--- config.mk ---
export PLATFORM = sky130hd
export DESIGN_NAME = async_fifo
export DESIGN_NICKNAME = d
export VERILOG_FILES = /design/src/rtl/async_fifo.sv
export SDC_FILE = /design/constraint.sdc
export NUM_CORES = 1
export LEC_CHECK = 0
export CAP_MARGIN = 5
export CORE_MARGIN = 2
export CORE_UTILIZATION = 50
export DETAILED_ROUTE_END_ITERATION = 8
export DONT_BUFFER_PORTS = 1
export GPL_ROUTABILITY_DRIVEN = 0
export PLACE_DENSITY = 0.75
export SLEW_MARGIN = 15
export SYNTH_ARGS = -nofsm -noshare
export SYNTH_HDL_FRONTEND = slang
export SYNTH_SLANG_ARGS = --single-unit
--- constraint.sdc ---
create_clock -name wclk -period 3 [get_ports wclk]
set_input_delay 0.3 -clock wclk [delete_from_list [all_inputs] [get_ports wclk]]
set_output_delay 0.3 -clock wclk [all_outputs]
set_load 0.01 [all_outputs]
--- src/rtl/async_fifo.sv ---
// async_fifo: 32 x 8 single-clock FIFO with registered read data and full/empty flags.
// Define FIFO_ERR_FLAGS_EN to add sticky overflow/underflow outputs.
module async_fifo #(
    parameter int DATA_WIDTH = 8,
    parameter int WIDTH      = 5,
    parameter int DEPTH      = 32
) (
    input  logic                  wclk,
    input  logic                  wrst,
    input  logic                  wen,
    input  logic                  ren,
    input  logic [DATA_WIDTH-1:0] data_in,
    output logic                  full,
    output logic                  empty,
`ifdef FIFO_ERR_FLAGS_EN
    output logic                  overflow,
    output logic                  underflow,
`endif
    output logic [DATA_WIDTH-1:0] data_out
);

    logic [WIDTH:0]          wptr_q, wptr_d;
    logic [WIDTH:0]          rptr_q, rptr_d;
    logic [DATA_WIDTH-1:0]   data_out_q, data_out_d;
    logic [DATA_WIDTH-1:0]   mem_q [DEPTH];
    logic                    do_write;
    logic                    do_read;

    // Pointers carry an extra wrap bit so equal addresses can be told apart as full or empty.
    assign empty = (wptr_q == rptr_q);
    assign full  = (wptr_q[WIDTH-1:0] == rptr_q[WIDTH-1:0]) && (wptr_q[WIDTH] != rptr_q[WIDTH]);

    assign do_write = wen && !full;
    assign do_read  = ren && !empty;

    // NOTE: every signal assigned in always_comb gets a default first, so no path can infer a latch.
    always_comb begin
        wptr_d     = wptr_q;
        rptr_d     = rptr_q;
        data_out_d = data_out_q;
        if (do_write) begin
            wptr_d = wptr_q + {{WIDTH{1'b0}}, 1'b1};
        end
        if (do_read) begin
            rptr_d     = rptr_q + {{WIDTH{1'b0}}, 1'b1};
            data_out_d = mem_q[rptr_q[WIDTH-1:0]];
        end
    end

    // NOTE: state registers use non-blocking assignments so every flop samples pre-edge values.
    always_ff @(posedge wclk or negedge wrst) begin
        if (!wrst) begin
            wptr_q     <= '0;
            rptr_q     <= '0;
            data_out_q <= '0;
        end else begin
            wptr_q     <= wptr_d;
            rptr_q     <= rptr_d;
            data_out_q <= data_out_d;
        end
    end

    // NOTE: storage has no reset; resetting the pointers alone discards its contents logically.
    always_ff @(posedge wclk) begin
        if (do_write) begin
            mem_q[wptr_q[WIDTH-1:0]] <= data_in;
        end
    end

    assign data_out = data_out_q;

`ifdef FIFO_ERR_FLAGS_EN
    logic overflow_q, overflow_d;
    logic underflow_q, underflow_d;

    // Sticky error flags: set by any request the FIFO had to refuse, cleared only by reset.
    always_comb begin
        overflow_d  = overflow_q  || (wen && full);
        underflow_d = underflow_q || (ren && empty);
    end

    always_ff @(posedge wclk or negedge wrst) begin
        if (!wrst) begin
            overflow_q  <= 1'b0;
            underflow_q <= 1'b0;
        end else begin
            overflow_q  <= overflow_d;
            underflow_q <= underflow_d;
        end
    end

    assign overflow  = overflow_q;
    assign underflow = underflow_q;
`endif

endmodule

### Yosys cells after proc, flatten, opt, wreduce, memory -nomap -nowiden

Memories as Yosys holds them, arrays and structs flattened. A register that Yosys moved wholly into a read port is not among the register bits.
Index checks and enable logic that the tools add are counted.

* add/sub/neg operators: 2
* equality and inequality tests: 3
* muxes and demuxes: 2
* reduce and logical (&&, ||, !) cells: 6

Operator list (number)
* $add 6x1->6 const B: 2
* $eq 6x6->1: 1
* $eq 5x5->1: 1
* $logic_and 1x1->1: 3
* $logic_not 1->1: 3
* $mux 1: 2
* $ne 1x1->1: 1

* register bits after elaboration: 12
* bits in writable memories: 256
* input bits: 12
* output and inout port bits: 10
* word-level logic and storage cells: 16
* memories: 1

Memory list
* mem_q: depth 32, bits a word 8, rd ports 1, clocked after memory_dff 1, write ports 1, RTL line 25 `logic [DATA_WIDTH-1:0] mem_q [DEPTH];`

### Logic depth before layout (Yosys ltp)

* word-level depth: 6
* gate-level depth with buffers: 8
* gate-level depth less buffers: 5

### Least setup slack after synthesis

No wires, ideal clock.

* kind: register to register
* from: register rptr_q[0]
* to: memory mem_q[11][0], enable pin
* setup time: 370 ps
* arrival time: 1788 ps
* data required time: 2630 ps
* slack: 842 ps
* cell stages (with the launch flop): 7
* buffers on the path: 1
* cell sequence: dfrtp_1 buf_6 xor2_1 nor3_1 a31oi_2 nand2_1 nor2_1

* cells in the longest elaborated chain, start to end: 6

Ends and longest elaborated chain
* start, declared: RTL line 23 `logic [WIDTH:0] rptr_q, rptr_d;`
* start signal, assigned: RTL line 58 `rptr_q <= rptr_d;`
* $eq 5x5->1: RTL line 31 `assign full = (wptr_q[WIDTH-1:0] == rptr_q[WIDTH-1:0]) && (wptr_q[WIDTH] != rptr_q[WIDTH]);`
* $logic_and 1x1->1: RTL line 31
* $logic_not 1->1: RTL line 33 `assign do_write = wen && !full;`
* $logic_and 1x1->1: RTL line 33
* $mux 1: RTL line 65 `if (do_write) begin`
* $mux 1 (implied by the code): RTL line 66 `mem_q[wptr_q[WIDTH-1:0]] <= data_in;`
* end, declared: RTL line 25

Every way passes these cells.

### Worst setup path after layout

* from: register rptr_q[4]
* to: memory mem_q[23][5], enable pin

Same word-level chain as after synthesis.

==> summary.md <==
| Metric | Value |
|---|---|
| Status | `finished, final reports clean` |
| VDD IR-drop max | `a little over 0.5 mV` |
| CP Cell Sequence | `xor2_1 > nor3_1 > a31oi_2 > nand2_1 > nor2_1 > buf_4` |
| Core area | `21800 sq um` |
| H-Tree Depth | `1` |
| Vias in the first global route | `6018` |
| Post-synth cell types | `39` |
| RSZ-0062 raised after global routing | `false` |
| Initial Util | `between 50% and 60%` |
| Drt wl/cell | `24.1 um` |
| Routed Antenna Nets | `0` |
| Setup TNS | `0 ns` |
| Area growth, synth to finish | `14.3%` |
| Simple-Gate Fraction of Synth Area | `3.52%` |
| Static Leak | `around 0.0043 uW` |
| Data arrival, critical path | `~2.8 ns` |
| Antenna diodes | `0` |
| CTS tree | `done` |
| Synthesized instance count | `approximately 610` |
| #FFs+latches synth | `276` |
| Cells after DPL | `900` |
| Post-DP HPWL | `13800 um` |
| Final setup viols | `0` |
| Commonest register cell after synthesis | `edfxtp_1` |
| First-pass GRT wire length | `35400 um` |
| Largest net degree at the start of global routing | `86` |
| Final net count | `675` |
| WL final | `about 23000 um` |
| Die ar. | `about 23000 sq um` |
| Global Route Usage Sum | `around a fifth` |
| Netlist Area Pre-Place | `11100 sq um` |
| Req. time, crit path | `roughly 3.2 ns` |
| XOR/XNOR Fraction of Synth Area | `1.34%` |
| Total global routing overflow | `0` |
| Slew @ Worst Pin | `1.08 ns` |
| Critical-path top delay cell | `dfrtp_1` |
| Root buffer cell | `clkbuf_16` |
| WHS | `0.0774 ns` |
| CTS sink count | `roughly 280` |
| Antenna violations before repair | `0` |
| Final period utilization | `a little over four fifths` |
| Non-Filler Instances | `around 960` |
| Maxcap violations | `0` |
| Seq/Total Area, Yosys | `about three quarters` |
| Clock buffer depth | `3` |
| Number of remaining DRC errors | `0` |
| Ports | `22` |
| DR iter-0 viols | `644` |
| Clock Skews | `0.0104 ns` |
| Area leader, netlist | `edfxtp_1` |
| Clk slew on worst S/H paths | `0.06 ns` |
| Die Height | `between 150 and 200 um` |
| Hold Crit Class | `primary input to register` |
| Number of synthesized flops with an enable pin | `256` |
| Avg Inst Size Synth | `between 15 and 20 sq um` |
| Startpoint types | `register` |
| Synth area leaders | `edfxtp_1, mux2_2, dfrtp_1, mux4_1, mux2i_1` |
| Number of buffers created by CTS | `27` |
| Yosys top cell area share | `69.3%` |
| Clock Latency Late Sink | `0.52 ns` |
| Min cycle time layout | `2.55 ns` |
| First-pass detailed-route iteration total | `6` |
| Main combinational cell family by area after synthesis | `multiplexers` |
| Power density relative to cell area | `911 nW/um^2` |
| Synth Warn # | `0` |
| CP max FO | `13` |
| Crit end category | `register` |
| DR vias | `5735` |
| Final Hold Vio Count | `0` |
| Post-layout power | `between 10000 and 15000 uW` |
| Slowest cell delay on critical path | `0.60 ns` |
| Post-synthesis compound-gate area fraction | `5.65%` |
| Post-cts resize count | `0` |
| Layout cells sized above 1 | `22.7%` |
| Drt via density | `5.98` |
| Fmax achieved | `a little under 400 MHz` |
| Max Slew Vio Count | `0` |
| Mapped Nets | `630` |
| Post-synth ARST share | `7.25%` |
| Adder-Cell Fraction of Synth Area | `less than 1%` |
| Max_slew headroom | `roughly 28%` |
| Critical path type | `register to register` |
| Die width | `153 um` |
| Setup Fix Bufs, Post-CTS | `0` |
| Num rows | `54` |
| # port buffers | `0` |
| Pre-CTS setup slack | `0.509 ns` |
| Worst setup margin | `between 0.4 and 0.5 ns` |
| Post-synthesis mux area share | `13.3%` |
## sequential cells by signal, indices dropped and copies added, names as in the netlist
register  count
rptr_q        6
wptr_q        6
data_out      8
mem_q       256
## placed cells by master, fill, tap and decap left out, types with 15 or more instances in the layout
master	n
edfxtp_1	256
mux2_2	49
nor2_1	40
buf_4	38
mux2i_1	32
clkbuf_16	27
o22ai_1	24
nand2_1	23
dfrtp_1	18
mux4_1	15
## cell families (layout without fill, tap and decap cells)
| family | Yosys count | count (layout) |
|---|---|---|
| XOR/XNOR | 17 | 17 |
| AND/OR/NAND/NOR | 87 | 87 |
| flip-flops | 276 | 276 |
| multiplexers | 105 | 105 |
| buffers and inverters | 40 | 106 |
| adder cells (fa/ha/maj) | 5 | 5 |
| AO/OA/AOI/OAI | 83 | 83 |
## Yosys cell counts (all sizes together) (9+ instances only)
cell    instances
dfrtp          20
mux2           49
buf            24
edfxtp        256
o21ai           9
clkbuf          9
xnor2          10
mux4           24
mux2i          32
o22ai          24
nor2b          10
nor2           40
nand2          23
## area by class of cell
| type | count | area (sq um) |
|---|---|---|
| Clock buffer | 34 | 712 |
| Clock inverter | 16 | 191 |
| Fill cell | 1567 | 9160 |
| Inverter | 7 | 26.3 |
| Multi-Input combinational cell | 297 | 2700 |
| Sequential cell | 276 | 8190 |
| Tap cell | 280 | 350 |
| Timing Repair Buffer | 49 | 495 |
## where the power goes
group	switching (uW)	internal [uW]	leakage, uW
Combinational	1910	1410	0.00130
Clock	1360	2030	0.000443
Sequential	249	4580	0.00254
## final timing paths
kind,startpoint,end,slack (ns),cells after the start
worst min register to register,wptr_q[5],wptr_q[5],0.55,1
worst max register to register,rptr_q[4],mem_q[23][5],0.45,6
min in group asynchronous,wrst,rptr_q[5],0.36,1
max in group asynchronous,wrst,rptr_q[1],1.97,1
worst min-delay path,data_in[7],mem_q[21][7],0.08,1
worst max-delay path,rptr_q[4],mem_q[23][5],0.45,6
## metal layers
layer  vias to the layer above  global-route usage, %  part of all wire, %
met1                      2903                   26.5                   40
met2                       237                   33.5                   50
met3                        42                   3.91                  7.9
li1                       2553                      -                    -
met5                         -                      0                    0
met4                         0                   6.17                  2.4
## per-stage QoR
stage / util, % / area (sq um)
after floorplan: - / 11100
after global placement: 53.1 / 11600
after detailed placement: 53.1 / 11600
after CTS: 58.0 / 12700
after global routing: 58.0 / 12700
final: 58.0 / 12700
## what timing repair did
item	4_1_cts	5_1_grt
endpoints found under the hold margin	276	0
hold buffers	9	0
endpoints found under the setup margin	0	0
## critical path, delay by kind of cell (launching register included)
family	cells	cell delay (ns)
AO/OA/AOI/OAI	1	0.45
XOR/XNOR	1	0.18
buffers and inverters	1	0.19
flip-flops	1	0.60
AND/OR/NAND/NOR	3	0.82
Power figures use the tool's default switching activity.
